File: src/rtl/fa_sched_pkg.sv
// Shared types for the shared-adder scheduler: FSM state encoding and datapath width.
// Pure declarations; no logic, no latency, no flow control.
// Imported by fa8_share_sched.
package fa_sched_pkg;

    localparam int FA_W = 8;

    typedef enum logic [1:0] {
        IDLE,
        SETTLE,
        RESP
    } state_t;

endpackage

File: src/rtl/fa8_share_sched_rr_arbiter.sv
// Round-robin arbiter: grants the first asserted request at or after ptr, circularly.
// Latency: purely combinational, zero cycles.
// Backpressure: none of its own; the caller decides when the grant is honoured.
module rr_arbiter #(
    parameter int N = 4
) (
    input  logic [N-1:0]         req,
    input  logic [$clog2(N)-1:0] ptr,
    output logic [N-1:0]         gnt,
    output logic [$clog2(N)-1:0] gnt_idx
);

    localparam int IW = $clog2(N);

    int   idx;
    logic found;

    always_comb begin
        gnt     = '0;
        gnt_idx = '0;
        found   = 1'b0;
        idx     = 0;
        for (int k = 0; k < N; k++) begin
            idx = int'(ptr) + k;
            if (idx >= N) begin
                idx = idx - N;
            end
            if (!found && req[idx]) begin
                found    = 1'b1;
                gnt[idx] = 1'b1;
                gnt_idx  = IW'(idx);
            end
        end
    end

endmodule

File: src/rtl/fa8_share_sched.sv
// Time-shares one 8-bit ripple-carry adder among NREQ requesters, round-robin.
// Latency: result valid SETTLE_CYC clocks after accept; next accept no sooner than SETTLE_CYC+2.
// Backpressure: one op in flight; req_ready stays low until the response is taken via rsp_ready.
module fa8_share_sched
    import fa_sched_pkg::*;
#(
    parameter int NREQ       = 4,
    parameter int SETTLE_CYC = 4
) (
    input  logic                     clk,
    input  logic                     rst_n,
    input  logic [NREQ-1:0]          req_valid,
    output logic [NREQ-1:0]          req_ready,
    input  logic [NREQ*FA_W-1:0]     req_a,
    input  logic [NREQ*FA_W-1:0]     req_b,
    input  logic [NREQ-1:0]          req_cin,
    output logic                     rsp_valid,
    input  logic                     rsp_ready,
    output logic [$clog2(NREQ)-1:0]  rsp_id,
    output logic [FA_W-1:0]          rsp_sum,
    output logic                     rsp_cout,
    output logic [FA_W-1:0]          add_a,
    output logic [FA_W-1:0]          add_b,
    output logic                     add_cin,
    input  logic [FA_W-1:0]          add_sum,
    input  logic                     add_cout,
    output logic                     busy
);

    localparam int IDW = $clog2(NREQ);
    localparam int CW  = (SETTLE_CYC > 1) ? $clog2(SETTLE_CYC) : 1;

    state_t          state;
    logic [IDW-1:0]  rr_ptr;
    logic [IDW-1:0]  win_id;
    logic [CW-1:0]   cnt;
    logic [NREQ-1:0] gnt;
    logic [IDW-1:0]  gnt_idx;

    rr_arbiter #(.N(NREQ)) u_arb (
        .req     (req_valid),
        .ptr     (rr_ptr),
        .gnt     (gnt),
        .gnt_idx (gnt_idx)
    );

    // Gated by rst_n so a requester holding valid through reset never sees a grant.
    assign req_ready = (state == IDLE && rst_n) ? gnt : '0;

    always_ff @(posedge clk or negedge rst_n) begin
        if (!rst_n) begin
            state     <= IDLE;
            rr_ptr    <= '0;
            win_id    <= '0;
            cnt       <= '0;
            add_a     <= '0;
            add_b     <= '0;
            add_cin   <= 1'b0;
            rsp_valid <= 1'b0;
            rsp_id    <= '0;
            rsp_sum   <= '0;
            rsp_cout  <= 1'b0;
            busy      <= 1'b0;
        end else begin
            case (state)
                IDLE: begin
                    // add_* only move on an accept, so the adder sees no idle toggling.
                    if (|gnt) begin
                        add_a   <= req_a[gnt_idx*FA_W +: FA_W];
                        add_b   <= req_b[gnt_idx*FA_W +: FA_W];
                        add_cin <= req_cin[gnt_idx];
                        win_id  <= gnt_idx;
                        cnt     <= CW'(SETTLE_CYC - 1);
                        busy    <= 1'b1;
                        state   <= SETTLE;
                    end
                end
                SETTLE: begin
                    if (cnt != '0) begin
                        cnt <= cnt - 1'b1;
                    end else begin
                        rsp_sum   <= add_sum;
                        rsp_cout  <= add_cout;
                        rsp_id    <= win_id;
                        rsp_valid <= 1'b1;
                        state     <= RESP;
                    end
                end
                RESP: begin
                    if (rsp_ready) begin
                        rsp_valid <= 1'b0;
                        rr_ptr    <= (win_id == IDW'(NREQ - 1)) ? '0 : win_id + 1'b1;
                        busy      <= 1'b0;
                        state     <= IDLE;
                    end
                end
                default: begin
                    state <= IDLE;
                    busy  <= 1'b0;
                end
            endcase
        end
    end

endmodule
File: config.mk
export PLATFORM = sky130hd
export DESIGN_NAME = fa8_share_sched
export DESIGN_NICKNAME = d
export VERILOG_FILES = /design/src/rtl/fa_sched_pkg.sv /design/src/rtl/fa8_share_sched_rr_arbiter.sv /design/src/rtl/fa8_share_sched.sv
export SDC_FILE = /design/constraint.sdc
export NUM_CORES = 1
export LEC_CHECK = 0
export ABC_AREA = 0
export CAP_MARGIN = 20
export CELL_PAD_IN_SITES_DETAIL_PLACEMENT = 0
export CELL_PAD_IN_SITES_GLOBAL_PLACEMENT = 1
export CORE_ASPECT_RATIO = 0.8
export CORE_UTILIZATION = 32
export DETAILED_ROUTE_END_ITERATION = 12
export GPL_ROUTABILITY_DRIVEN = 0
export PLACE_DENSITY = 0.9
export SLEW_MARGIN = 5
export SYNTH_ARGS = -nofsm -noshare
export SYNTH_HDL_FRONTEND = slang
export SYNTH_SLANG_ARGS = --single-unit
File: constraint.sdc
create_clock -name clk -period 4.23 [get_ports clk]
set_input_delay 0.846 -clock clk [delete_from_list [all_inputs] [get_ports clk]]
set_output_delay 0.846 -clock clk [all_outputs]
set_load 0.02 [all_outputs]
==> impl_metrics.yaml <==
run_status:
  status: "finished clean"
timing:
  fin_tns_setup_ns: 0
  setup_ws_ns: 0.125
  clock.fmax_mhz: 244
  hold_viol: 0
  finClkSkew_ns: 0.00613
  finalMaxSlewViolations: 0
  fin_crit_sh: 0.970
  slew-limit-headroom: 0.594
  setup_viol: 0
  worst_pin_slew_ns: 0.607
  final.min_clock_period_ns: 4.10
detailed_routing:
  drc: 0
  antenna_left: 0
  wl_um: 7020
  via_per_inst: 5.01
  routedWlPerCell_um: 16.2
  first_pass_iters: 4
  drt_iter0_drc: 97
  via_count: 2176
critical_path:
  worstPathArrival_ns: 3.26
  start_kind: "input port"
  cp_top_family: "buffers and inverters"
  critical_path_required_ns: 3.38
  reg2reg_slack_ns: 0.92
  worstReg2RegEnd: "add_a[2]"
  worstSetupEndpointType: "output pin"
  worst_path_largest_cell_delay_ns: 0.54
  crit_chain: "clkdlybuf4s50_1, mux2i_1, o22ai_1, a2111oi_2, a21oi_1, a21oi_1, nor2_1, clkdlybuf4s50_1"
  path_depth: 8
  r2r-start: "rr_ptr[1]"
  crit_slowest_cell: "clkdlybuf4s50_1"
  crit_type: "in2out"
  worstPathMaxFanout: 5
  r2r_cells: 9
  critPathBufInv: 2
clock_network:
  root_buffer: "clkbuf_8"
  clock-sinks: 38
  cts-htree-levels: 2
  cts_hold_buf: 0
  tritoncts: "yes"
  cts_buffers: 5
  path_clk_slew_ns: 0.07
  clk_latency_ns: 0.28
  clock_tree.buffer_depth: 2
power_and_ir_drop:
  p_total_mw: 2.89
  pwr-share-clk: 0.090
  power_frac_comb: 0.676
  internal_power_mw: 1.74
  power_per_cell_area_mw_per_mm2: 724
  p_switching_mw: 1.15
  ir_worst_vdd_v: 0.000319
  sw_frac_of_total: 0.399
  p_leak_nw: 1.61
  pwr-share-seq: 0.235
floorplan:
  num_rows: 28
  initial_core_util: 0.336
  io_pins: 118
  dieArea_mm2: 0.00826
  die_width_um: 101
  core_area_mm2: 0.00753
  die_h_um: 81.5
job:
  maxCapViolations: 0
min_path:
  hold_class: "reg2reg"
  min_path_cells: 1
  whs_endpoint: "cnt[1]"
  hp-start: "cnt[1]"
final_layout:
  layout-drive-gt1-share: 0.219
  area_delta_synth_final_pct: 58.0
  finalNonFillerCells: 434
  final.fill_count: 678
  diodes: 0
  nets: 422
logic_synthesis:
  synth_nets: 295
  synth.yosys.seq_area_share: 0.376
  synth_area_per_cell_um2: 12.6
  synth-seq-cells: 38
  ys_warn_count: 0
  synth_cells: 201
  ys_types: 49
  syn_area_mm2: 0.00253
  ys.flop_type: "dfrtp_1"
  async_flop_share: 1.00
  synth-edff-count: 0
placement:
  dp_cells: 426
  dp_hpwl_um: 5610
  post-place-ws_ns: 0.0819
  port_buffers: 117
grt:
  overflow: 0
  grt_max_degree: 39
  grt_pass1_vias: 2131
  grt_pass1_wl_um: 10500
  grt_usage: 0.165
  antenna_found_initial: 0
## worst max path at each step
stage,endpoint,from
after CTS,req_ready[3],req_valid[0]
after detailed placement,req_ready[1],req_valid[0]
after global routing,req_ready[0],req_valid[2]
after floorplan,add_a[3],rr_ptr[0]
final,req_ready[2],req_valid[2]
after global placement,req_ready[0],req_valid[3]
## synth_stat cells, types with 2 or more instances
cell	number	area share
dfrtp_1	38	0.38
mux2_2	30	0.13
nor2_1	14	0.021
inv_1	11	0.016
ha_1	10	0.050
nand2_1	10	0.015
mux4_2	9	0.080
a21oi_1	8	0.016
mux4_1	8	0.083
mux2i_1	6	0.024
o21ai_0	5	0.0099
a22oi_1	4	0.012
a211oi_1	3	0.0089
buf_2	3	0.0059
clkbuf_1	2	0.0030
mux2_1	2	0.0089
nand2b_1	2	0.0049
nand3b_1	2	0.0059
o211ai_1	2	0.0059
o22ai_1	2	0.0049
o31a_1	2	0.0069
## power groups by stage
stage / registers (mW) / logic [mW] / clock network [mW]
final: 0.678 / 1.95 / 0.259
after global routing: 0.705 / 2.12 / 0.284
after CTS: 0.675 / 1.96 / 0.272
after detailed placement: 0.684 / 1.95 / 0
after global placement: 0.674 / 1.92 / 0
after floorplan: 0.830 / 1.12 / 0
## layout make-up
cell class / instances / area, µm² / area share
Timing Repair Buffer: 129 / 1260 / 0.315
Multi-Input combinational cell: 143 / 1520 / 0.380
Tap cell: 105 / 131 / 0.0329
Clock buffer: 6 / 82.6 / 0.0207
Sequential cell: 38 / 953 / 0.239
Inverter: 11 / 41.3 / 0.0103
Clock inverter: 2 / 12.5 / 0.00313
## registers in the layout, summed over array words and instances (netlist names)
signal,flops
rsp_valid,1
busy,1
rsp_sum,8
cnt,2
add_a,8
add_cin,1
state,2
add_b,8
rsp_cout,1
rr_ptr,2
rsp_id,2
win_id,2
## per-layer routing
metal	vias up	share of wire	global-route usage
li1	1030	-	-
met1	1059	0.44	0.213
met2	83	0.48	0.284
met3	4	0.074	0.0468
met4	0	0.0028	0.0188
met5	-	0	0
## worst reg2reg max path, cell delays in order, from the launching register on
cell and delay (ns):
dfrtp_2 0.49, inv_1 0.30, ha_2 0.42, nand2b_1 0.13
a21bo_1 0.20, a221o_1 0.34, mux2i_4 0.17, buf_4 0.26
mux4_1 0.60, mux2_2 0.28
## through the flow
step,hold WS [ns],area (µm²),util
after global placement,0.485,3870,0.514
after floorplan,0.473,2530,-
after CTS,0.508,3970,0.527
after global routing,0.514,3990,0.530
final,0.502,3990,0.530
after detailed placement,0.490,3870,0.514
## timing repair
item	in CTS	in global routing
resized for setup	0	7
buffers inserted	0	0
setup endpoints to repair	0	4
endpoints found under the hold margin	0	0
## cell families after synthesis
kind of cell,after synthesis,synth area share
simple gates,35,0.0658
mux,58,0.350
buf+inv,20,0.0401
flops,38,0.376
fa+ha+maj,10,0.0495
compound gates,40,0.118
## cells in the final DEF, fill, tap and decap left out, drive strengths merged, types with 2 or more instances in the layout
master | synthesis | final
a2111oi | 2 | 2
a211oi | 3 | 3
a21oi | 9 | 9
a22oi | 4 | 4
buf | 7 | 13
clkbuf | 2 | 6
clkdlybuf4s50 | 0 | 116
dfrtp | 38 | 38
ha | 10 | 10
inv | 11 | 11
mux2 | 33 | 33
mux2i | 8 | 8
mux4 | 17 | 17
nand2 | 10 | 10
nand2b | 2 | 2
nand3b | 2 | 2
nor2 | 14 | 14
o211ai | 2 | 2
o21ai | 5 | 5
o22ai | 2 | 2
o31a | 2 | 2
or3b | 2 | 2
No activity file was read; power rests on OpenSTA's default activity.
